==> config.mk <==
export PLATFORM = sky130hd
export DESIGN_NAME = result_accum
export DESIGN_NICKNAME = d
export VERILOG_FILES = /design/src/rtl/result_accum.sv
export SDC_FILE = /design/constraint.sdc
export NUM_CORES = 1
export LEC_CHECK = 0
export ABC_CLOCK_PERIOD_IN_PS = 4810
export CORE_UTILIZATION = 40
export CTS_CLUSTER_SIZE = 12
export DETAILED_ROUTE_END_ITERATION = 12
export PLACE_DENSITY = 0.69
export RECOVER_POWER = 100
export SLEW_MARGIN = 10
export SYNTH_ARGS = -nofsm -noshare
export SYNTH_HDL_FRONTEND = slang
export SYNTH_SLANG_ARGS = --single-unit
==> constraint.sdc <==
create_clock -name clk -period 4.81 [get_ports clk]
set_input_delay 0.7215 -clock clk [delete_from_list [all_inputs] [get_ports clk]]
set_output_delay 0.7215 -clock clk [all_outputs]
set_load 0.02 [all_outputs]
==> src/rtl/result_accum.sv <==
// Sums a stream of tagged arithmetic results into blocks of BLOCK_LEN same-tag words
// and presents each finished block as one summary word over a valid/ready handshake.
module result_accum #(
    parameter int RES_W     = 40,
    parameter int ACC_W     = 48,
    parameter int BLOCK_LEN = 4,
    parameter int CNT_W     = 8
) (
    input  logic             clk,
    input  logic             nrst,
    input  logic             in_valid,
    output logic             in_ready,
    input  logic             in_sel,
    input  logic [RES_W-1:0] in_result,
    input  logic             flush,
    output logic             out_valid,
    input  logic             out_ready,
    output logic [ACC_W-1:0] out_sum,
    output logic [CNT_W-1:0] out_count,
    output logic             out_sel,
    output logic             out_ovf
);

    typedef enum logic [1:0] {
        IDLE,
        ACCUM,
        HOLD
    } state_t;

    state_t           state;
    logic [ACC_W-1:0] acc;
    logic [CNT_W-1:0] cnt;
    logic             cur_sel;
    logic             ovf;

    logic             accept;
    logic [ACC_W:0]   sum_ext;
    logic [CNT_W-1:0] cnt_inc;
    logic             last;

    // A word with a different tag is refused so it stays pending upstream.
    always_comb begin
        in_ready = (state == IDLE) || ((state == ACCUM) && (in_sel == cur_sel));
    end

    assign accept  = in_valid && in_ready;
    assign sum_ext = {1'b0, acc} + {1'b0, ACC_W'(in_result)};
    assign cnt_inc = cnt + CNT_W'(1);
    assign last    = (cnt_inc == CNT_W'(BLOCK_LEN));

    always_ff @(posedge clk or negedge nrst) begin
        if (!nrst) begin
            state   <= IDLE;
            acc     <= '0;
            cnt     <= '0;
            cur_sel <= 1'b0;
            ovf     <= 1'b0;
        end else begin
            case (state)
                IDLE: begin
                    if (accept) begin
                        acc     <= ACC_W'(in_result);
                        cnt     <= CNT_W'(1);
                        cur_sel <= in_sel;
                        ovf     <= 1'b0;
                        state   <= (BLOCK_LEN == 1) ? HOLD : ACCUM;
                    end
                end
                ACCUM: begin
                    if (accept) begin
                        acc <= sum_ext[ACC_W-1:0];
                        cnt <= cnt_inc;
                        ovf <= ovf | sum_ext[ACC_W];
                        if (last || flush) state <= HOLD;
                    end else if (in_valid || flush) begin
                        // in_valid without accept means a tag mismatch: close the partial block
                        state <= HOLD;
                    end
                end
                HOLD: begin
                    if (out_ready) state <= IDLE;
                end
                default: state <= IDLE;
            endcase
        end
    end

    assign out_valid = (state == HOLD);
    assign out_sum   = acc;
    assign out_count = cnt;
    assign out_sel   = cur_sel;
    assign out_ovf   = ovf;

endmodule
==> run summary, run 1 <==
CP peak stage delay -> 0.56 ns
Cell area after synthesis -> 5150 um2
Crit-path max FO -> 9
Fin. Hold Viols -> 0
Final period util -> 81.4%
Seq/Total Area, Yosys -> 29.2%
Worst-Skew Late Latency -> 0.34 ns
Yosys reg bits -> 60
Die height -> 115 um
Final TNS setup -> 0 ns
Core Area -> 12600 um2
DRT Pass-1 Iters -> 5
Worst hold-check path type -> flip-flop to flip-flop
Die width -> 115 um
CP Launch Type -> primary input
WL/cell -> 16.9 um
Bufs on Longest Clock Path -> 2
Max-Cap Viols -> 0
Vias post-DR -> 5214
Slowest cell on the critical path -> dlygate4sd3_1
Number of top-level pins -> 106
Comb power frac -> 64.6%
CTS tree -> done
Drt first-iter violations -> 298
CP Data Arrival Time -> 4.18 ns
Pin count of the biggest net entering global routing -> 61
Hold path cells -> 2
Mapped Cells -> 636
Total power -> 0.00469 W
Most frequent cells in the layout -> 83 x a21oi_1, 67 x nand2_1, 64 x dlygate4sd3_1, 63 x o21ai_0, 60 x dfrtp_1
CP dominant cell by count -> o21ai_0
Setup violations, final -> 0
Switching Fraction -> 48.1%
Area growth from synthesis to layout -> 28.5%
Commonest non-fill, non-tap cell in the layout -> a21oi_1
Quantity of hold-fixing buffers added after cts -> 0
Syn_nets -> 725
Syn avg cell area -> 8.10 um2
CP bufs+invs -> 1
Starting Density -> 41.0%
Yosys warns -> 0
Ys async rst share -> 100%
Clock-pin slew on the worst setup and hold paths -> 0.05 ns
Layout Nets -> 813
Postcts setup bufs -> 0
Register area -> 1500 um2
Skew final -> 0.00749 ns
CP Depth -> 11
First-pass GRT wire length -> 24800 um
Worst IR Drop VDD -> 0.369 mV
Psw -> 0.00226 W
Post-synth EDFFs -> 0
Worst r2r path cells -> 10
Top Family by Delay on Critical Path -> compound AO/OA/AOI/OAI gates
Int Power -> 0.00244 W
Fmax -> 255 MHz
Post-layout min period -> 3.92 ns
Clk root buf -> clkbuf_16
Area of the multi-input gates -> 3420 um2
Num rows -> 41
Clock Power Share -> 15.9%
RSZ-0062 raised after global routing -> no
Vias per cell -> 5.79
Drt drc -> 0
Top_reg_cell synth -> dfrtp_1
# fillers -> 1172
Pwr Density -> 709 nW/um2
Distinct cells, synth -> 63
WS Path Type -> primary input to flip-flop
Overall Global Routing Usage -> 23.7%
Diode count -> 0
Slew @ Worst Pin -> 1.47 ns
Post_cts resized -> 0
Crit-path cells -> dlygate4sd3_1 > ha_1 > o21ai_0 > o21ai_0 > a31oi_1 > o21ai_0 > a21oi_1 > a31oi_4 > a41oi_4 > or4_1 > nand3_1
Crit path required time -> 5.08 ns
CTS buffer count -> 9
Crit path capture type -> flip-flop
GRT overflow -> 0
Sequential share of power -> 19.5%
Count of pins over their slew limit -> 0
Vias in the first global route -> 4897
HPWL reported at the end of detailed placement -> 11000 um
Port Buf Inserts -> 105
Post-DRT Antenna Nets -> 0
Status -> completed
Routability cong. -> 0.927
Die Area -> 13300 um2
Worst slew margin -> 2.14%
H-Tree Depth -> 3
LEAKAGE -> 2.92 nW
Routed WL -> 15300 um
Post-route setup slack -> 0.895 ns
Initial antenna violation count -> 0
Setup slack at placement -> 0.960 ns
# clock sinks -> 60
Fraction of layout cells with a size suffix above 1 -> 5.08%
[metrics by stage]
step,util (%),cell area (um2),std cells,hold slack [ns]
after floorplan,-,5150,636,0.426
after global placement,50.3,6330,885,0.498
after CTS,53.0,6670,901,0.522
final,52.7,6620,901,0.508
after global routing,52.7,6620,901,0.531
after detailed placement,50.3,6330,885,0.506
[tightest hold or removal path, stage by stage (launching register included)]
cell and delay (ns):
dfrtp_1 0.36, nand2_1 0.05, o21ai_0 0.06
[final cells by class]
| class | instances | share of cell area [%] |
|---|---|---|
| Sequential cell | 60 | 22.7 |
| Tap cell | 172 | 3.25 |
| Multi-Input combinational cell | 527 | 51.7 |
| Inverter | 14 | 0.794 |
| Clock inverter | 3 | 1.02 |
| Timing Repair Buffer | 112 | 16.5 |
| Clock buffer | 13 | 4.08 |
[kinds of logic after synthesis]
kind of cell             after synthesis  synth area share (%)
buffers and inverters                 49                  3.67
AND/OR/NAND/NOR                      198                  18.2
XOR/XNOR                              34                  5.78
multiplexers                           5                 0.972
adder cells (fa/ha/maj)               43                  10.6
AO/OA/AOI/OAI                        247                  31.6
flip-flops                            60                  29.2
[registers in the layout, summed over array words and instances, names as in the netlist]
register   cells
out_count      8
out_sel        1
out_ovf        1
state          2
out_sum       48
[power groups by stage]
stage	registers [W]	clock network, W	logic, W
5_1_grt	0.000948	0.000772	0.00334
3_3_place_gp	0.000920	0	0.00308
6_report	0.000916	0.000744	0.00303
4_1_cts	0.000923	0.000753	0.00314
2_1_floorplan	0.00110	0	0.00197
3_5_place_dp	0.000927	0	0.00311
[worst paths after layout]
kind	to	slack, ns	start
max in group asynchronous	out_sum[19]$_DFFE_PN0P_	3.70	nrst
min reg2reg	out_sum[14]$_DFFE_PN0P_	0.51	out_sum[14]$_DFFE_PN0P_
max reg2reg	out_sum[47]$_DFFE_PN0P_	1.46	out_sum[3]$_DFFE_PN0P_
max	out_sum[47]$_DFFE_PN0P_	0.89	in_result[2]
min in group asynchronous	out_sum[43]$_DFFE_PN0P_	0.56	nrst
min	out_sum[14]$_DFFE_PN0P_	0.51	out_sum[14]$_DFFE_PN0P_
[per-layer routing]
layer  GRT usage [%]  share of wire (%)  wire (um)
met1            31.6                 45       6900
met2            38.8                 47       7210
met3            3.35                5.4        830
met4            9.18                2.0        303
met5               0                  0          0
[cell usage after synthesis, types with 3 or more instances]
master,count,share of area (%)
clkbuf_1,31,2.3
nor4_1,5,0.61
a31o_2,4,0.68
xnor2_1,16,2.7
o21ai_2,4,0.68
o211ai_1,4,0.58
nand4_1,12,1.5
nand2_1,67,4.9
o21ai_0,60,5.8
or4_1,5,0.73
a21o_1,22,3.2
and3_1,19,2.3
o21a_1,9,1.3
a21oi_2,3,0.51
nor2_1,48,3.5
a211oi_2,3,0.73
nand3_1,13,1.3
a21oi_1,80,7.8
buf_2,4,0.39
a311oi_1,4,0.68
a31oi_1,9,1.1
mux2i_1,5,0.97
ha_1,42,10
xor2_1,18,3.1
nor3_1,9,0.87
inv_1,14,1.0
nand2b_1,5,0.61
or3_1,6,0.73
dfrtp_1,60,29
a41oi_1,3,0.51
o21bai_1,6,0.87
a211oi_1,3,0.44
Note: power is estimated with default switching activity, not from simulation.
==> run 2: changes to the inputs <==
--- a/config.mk
+++ b/config.mk
@@ -5,11 +5,11 @@
 export SDC_FILE = /design/constraint.sdc
 export NUM_CORES = 1
 export LEC_CHECK = 0
-export ABC_CLOCK_PERIOD_IN_PS = 4810
+export ABC_CLOCK_PERIOD_IN_PS = 3600
 export CORE_UTILIZATION = 40
 export CTS_CLUSTER_SIZE = 12
 export DETAILED_ROUTE_END_ITERATION = 12
-export PLACE_DENSITY = 0.69
+export PLACE_DENSITY = 0.71
 export RECOVER_POWER = 100
 export SLEW_MARGIN = 10
 export SYNTH_ARGS = -nofsm -noshare
==> constraint.sdc (replaced) <==
create_clock -name clk -period 3.6 [get_ports clk]
set_input_delay 0.54 -clock clk [delete_from_list [all_inputs] [get_ports clk]]
set_output_delay 0.54 -clock clk [all_outputs]
set_load 0.02 [all_outputs]
==> run 2 against run 1 <==
Against the previous run:
- the flow now finishes with violations (capacitance limit, slew limit)
- cell count is 0.67% higher
- total power is 32% higher
- design area is 0.38% higher
==> run summary, run 2 (same netlist as run 1, synthesis figures left out) <==
Slowest cell on the critical path -> dlygate4sd3_1 (unchanged)
Die width -> 115 um (unchanged)
Fmax -> 301 MHz
Layout Nets -> 819 (was 813)
Fin util -> 52.9% (was 52.7%)
CTS buffer count -> 9 (unchanged)
Final period util -> 92.3%
Sequential share of power -> 19.5% (about the same)
Post-placement cell count -> 891 (was 885)
Status -> finished with violations (was completed)
CP peak stage delay -> 0.56 ns (about the same)
Worst IR Drop VDD -> 0.397 mV (was 0.369 mV)
Overall Global Routing Usage -> 23.2% (was 23.7%)
Worst-Skew Late Latency -> 0.34 ns (about the same)
HP Start -> out_sum[6]$_DFFE_PN0P_ (was out_sum[14]$_DFFE_PN0P_)
HPWL reported at the end of detailed placement -> 10800 um (was 11000 um)
WS Path Type -> primary input to flip-flop (unchanged)
Initial antenna violation count -> 0 (unchanged)
Commonest non-fill, non-tap cell in the layout -> a21oi_1 (unchanged)
CP bufs+invs -> 2 (was 1)
Violated checks -> capacitance limit, slew limit
Diode count -> 0 (unchanged)
Quantity of hold-fixing buffers added after cts -> 0 (unchanged)
Switching Fraction -> 48.8% (was 48.1%)
Vias per cell -> 5.79 (about the same)
Worst R2R Start -> out_sum[2]$_DFFE_PN0P_ (was out_sum[3]$_DFFE_PN0P_)
CTS tree -> done (unchanged)
Count of pins over their slew limit -> 45 (was 0)
Crit-path max FO -> 4 (was 9)
Pin count of the biggest net entering global routing -> 51 (was 61)
Crit path required time -> 3.79 ns (was 5.08 ns)
H-Tree Depth -> 3 (unchanged)
Skew final -> 0.00817 ns (was 0.00749 ns)
Num rows -> 41 (unchanged)
Clock Power Share -> 14.2% (was 15.9%)
Fin. Hold Viols -> 0 (unchanged)
Number of top-level pins -> 106 (unchanged)
Total power -> 0.00619 W (was 0.00469 W)
Post_cts resized -> 0 (unchanged)
Int Power -> 0.00317 W (was 0.00244 W)
Die height -> 115 um (unchanged)
Area growth from synthesis to layout -> 29.0% (was 28.5%)
CP Launch Type -> primary input (unchanged)
Pwr Density -> 932 nW/um2 (was 709 nW/um2)
Port Buf Inserts -> 105 (unchanged)
CP Data Arrival Time -> 3.51 ns (was 4.18 ns)
# clock sinks -> 60 (unchanged)
Hold path cells -> 2 (unchanged)
Worst hold-check path type -> flip-flop to flip-flop (unchanged)
Crit path capture type -> flip-flop (unchanged)
Routed WL -> 14900 um (was 15300 um)
Clock-pin slew on the worst setup and hold paths -> 0.06 ns (was 0.05 ns)
First-pass GRT wire length -> 24400 um (was 24800 um)
GRT overflow -> 0 (unchanged)
WHS Endpoint -> out_sum[6]$_DFFE_PN0P_ (was out_sum[14]$_DFFE_PN0P_)
Bufs on Longest Clock Path -> 2 (unchanged)
RR Endpoint -> out_sum[47]$_DFFE_PN0P_ (unchanged)
Drt first-iter violations -> 245 (was 298)
Slew @ Worst Pin -> 2.55 ns (was 1.47 ns)
Vias in the first global route -> 5127 (was 4897)
Worst r2r path cells -> 10 (unchanged)
Post-DRT Antenna Nets -> 0 (unchanged)
CP dominant cell by count -> a21oi_1 (was o21ai_0)
Max reg flops -> 48 (unchanged)
Comb power frac -> 66.2% (was 64.6%)
Routability cong. -> 0.901 (was 0.927)
Placed inst area -> 6370 um2 (was 6330 um2)
Drt drc -> 0 (unchanged)
WL/cell -> 16.4 um (was 16.9 um)
Core Area -> 12600 um2 (unchanged)
Setup violations, final -> 0 (unchanged)
Setup slack, reg-to-reg -> 0.53 ns (was 1.46 ns)
Top Family by Delay on Critical Path -> compound AO/OA/AOI/OAI gates (unchanged)
Final instance area -> 6640 um2 (was 6620 um2)
Vias post-DR -> 5248 (was 5214)
Worst slew margin -> -70.1% (was 2.14%)
Post-layout min period -> 3.32 ns
Final non-filler cell total -> 907 (was 901)
Postcts setup bufs -> 0 (unchanged)
Psw -> 0.00302 W (was 0.00226 W)
Final TNS setup -> 0 ns (unchanged)
Max-Cap Viols -> 1 (was 0)
# fillers -> 1200 (was 1172)
Die Area -> 13300 um2 (unchanged)
Starting Density -> 41.0% (unchanged)
Clk root buf -> clkbuf_16 (unchanged)
Fraction of layout cells with a size suffix above 1 -> 6.39% (was 5.08%)
Most frequent cells in the layout -> 80 x a21oi_1, 67 x nand2_1, 63 x dlygate4sd3_1, 62 x o21ai_0, 60 x dfrtp_1 (was 83 x a21oi_1, 67 x nand2_1, 64 x dlygate4sd3_1, 63 x o21ai_0, 60 x dfrtp_1)
DRT Pass-1 Iters -> 5 (unchanged)
RSZ-0062 raised after global routing -> no (unchanged)
LEAKAGE -> 2.92 nW (about the same)
Crit-path cells -> dlygate4sd3_1 > ha_1 > inv_1 > fa_1 > nand2b_1 > a21oi_1 > o31ai_2 > a21oi_2 > a21bo_1 > a31oi_1 > o31ai_1 > xnor2_1 > a21oi_1 (was dlygate4sd3_1 > ha_1 > o21ai_0 > o21ai_0 > a31oi_1 > o21ai_0 > a21oi_1 > a31oi_4 > a41oi_4 > or4_1 > nand3_1)
## run 2: changes by cell type in the layout (fill, tap and decap cells not counted), moves of 3 or more
| cell | before | now |
|---|---|---|
| buf_4 | 5 | 10 |
| clkinvlp_4 | 1 | 5 |
| a21oi_2 | 0 | 3 |
| clkbuf_8 | 3 | 0 |
| a21oi_1 | 83 | 80 |
## run 2: final cells by class
class / instances / area [um2] / area share (%)
flip-flops and latches: 60 / 1500 / 22.6
clock inverters: 7 / 76.3 / 1.15
clock buffers: 9 / 225 / 3.39
repair buffers: 118 / 1130 / 17.0
well taps: 172 / 215 / 3.24
multi-input cells: 527 / 3440 / 51.8
inverters: 14 / 52.6 / 0.791
## run 2: power by group through the flow
stage	sequential (W)	combinational, W	clock (W)
2_1_floorplan	0.00148	0.00263	0
3_3_place_gp	0.00122	0.00414	0
3_5_place_dp	0.00123	0.00419	0
4_1_cts	0.00122	0.00422	0.000898
5_1_grt	0.00126	0.00452	0.000933
6_report	0.00121	0.00410	0.000882
## run 2: worst max-delay path by stage
stage	startpoint	cells after the start	end	slack (ns)
after floorplan	in_result[0]	12	out_sum[42]$_DFFE_PN0P_	0.82
after global placement	in_result[0]	14	out_ovf$_DFFE_PN0P_	0.13
after detailed placement	in_result[0]	14	out_ovf$_DFFE_PN0P_	0.02
after CTS	in_result[0]	14	out_ovf$_DFFE_PN0P_	0.37
after global routing	in_result[0]	13	out_sum[36]$_DFFE_PN0P_	0.10
final	in_result[0]	13	out_sum[36]$_DFFE_PN0P_	0.28
## run 2: stage by stage
stage               setup WS (ns)  hold WS, ns
floorplan                   0.825        0.244
global route                0.104        0.543
finish                      0.276        0.508
CTS                         0.369        0.433
detailed placement         0.0241        0.501
global placement            0.130        0.499
## run 2: worst register-to-register path, delay by kind of cell (launching register included)
family / cells / cell delay, ns
AO/OA/AOI/OAI: 7 / 1.58
adder cells (fa/ha/maj): 1 / 0.36
flip-flops: 1 / 0.40
AND/OR/NAND/NOR: 2 / 0.65
## run 2: metal layers
metal	share of wire (%)	global-route usage, %	up-vias	wire [um]
met4	1.7	8.66	0	260
met2	48	38.3	187	7080
met5	0	0	-	0
met3	5.4	4.65	26	799
met1	45	30.1	2488	6750
li1	-	-	2547	-
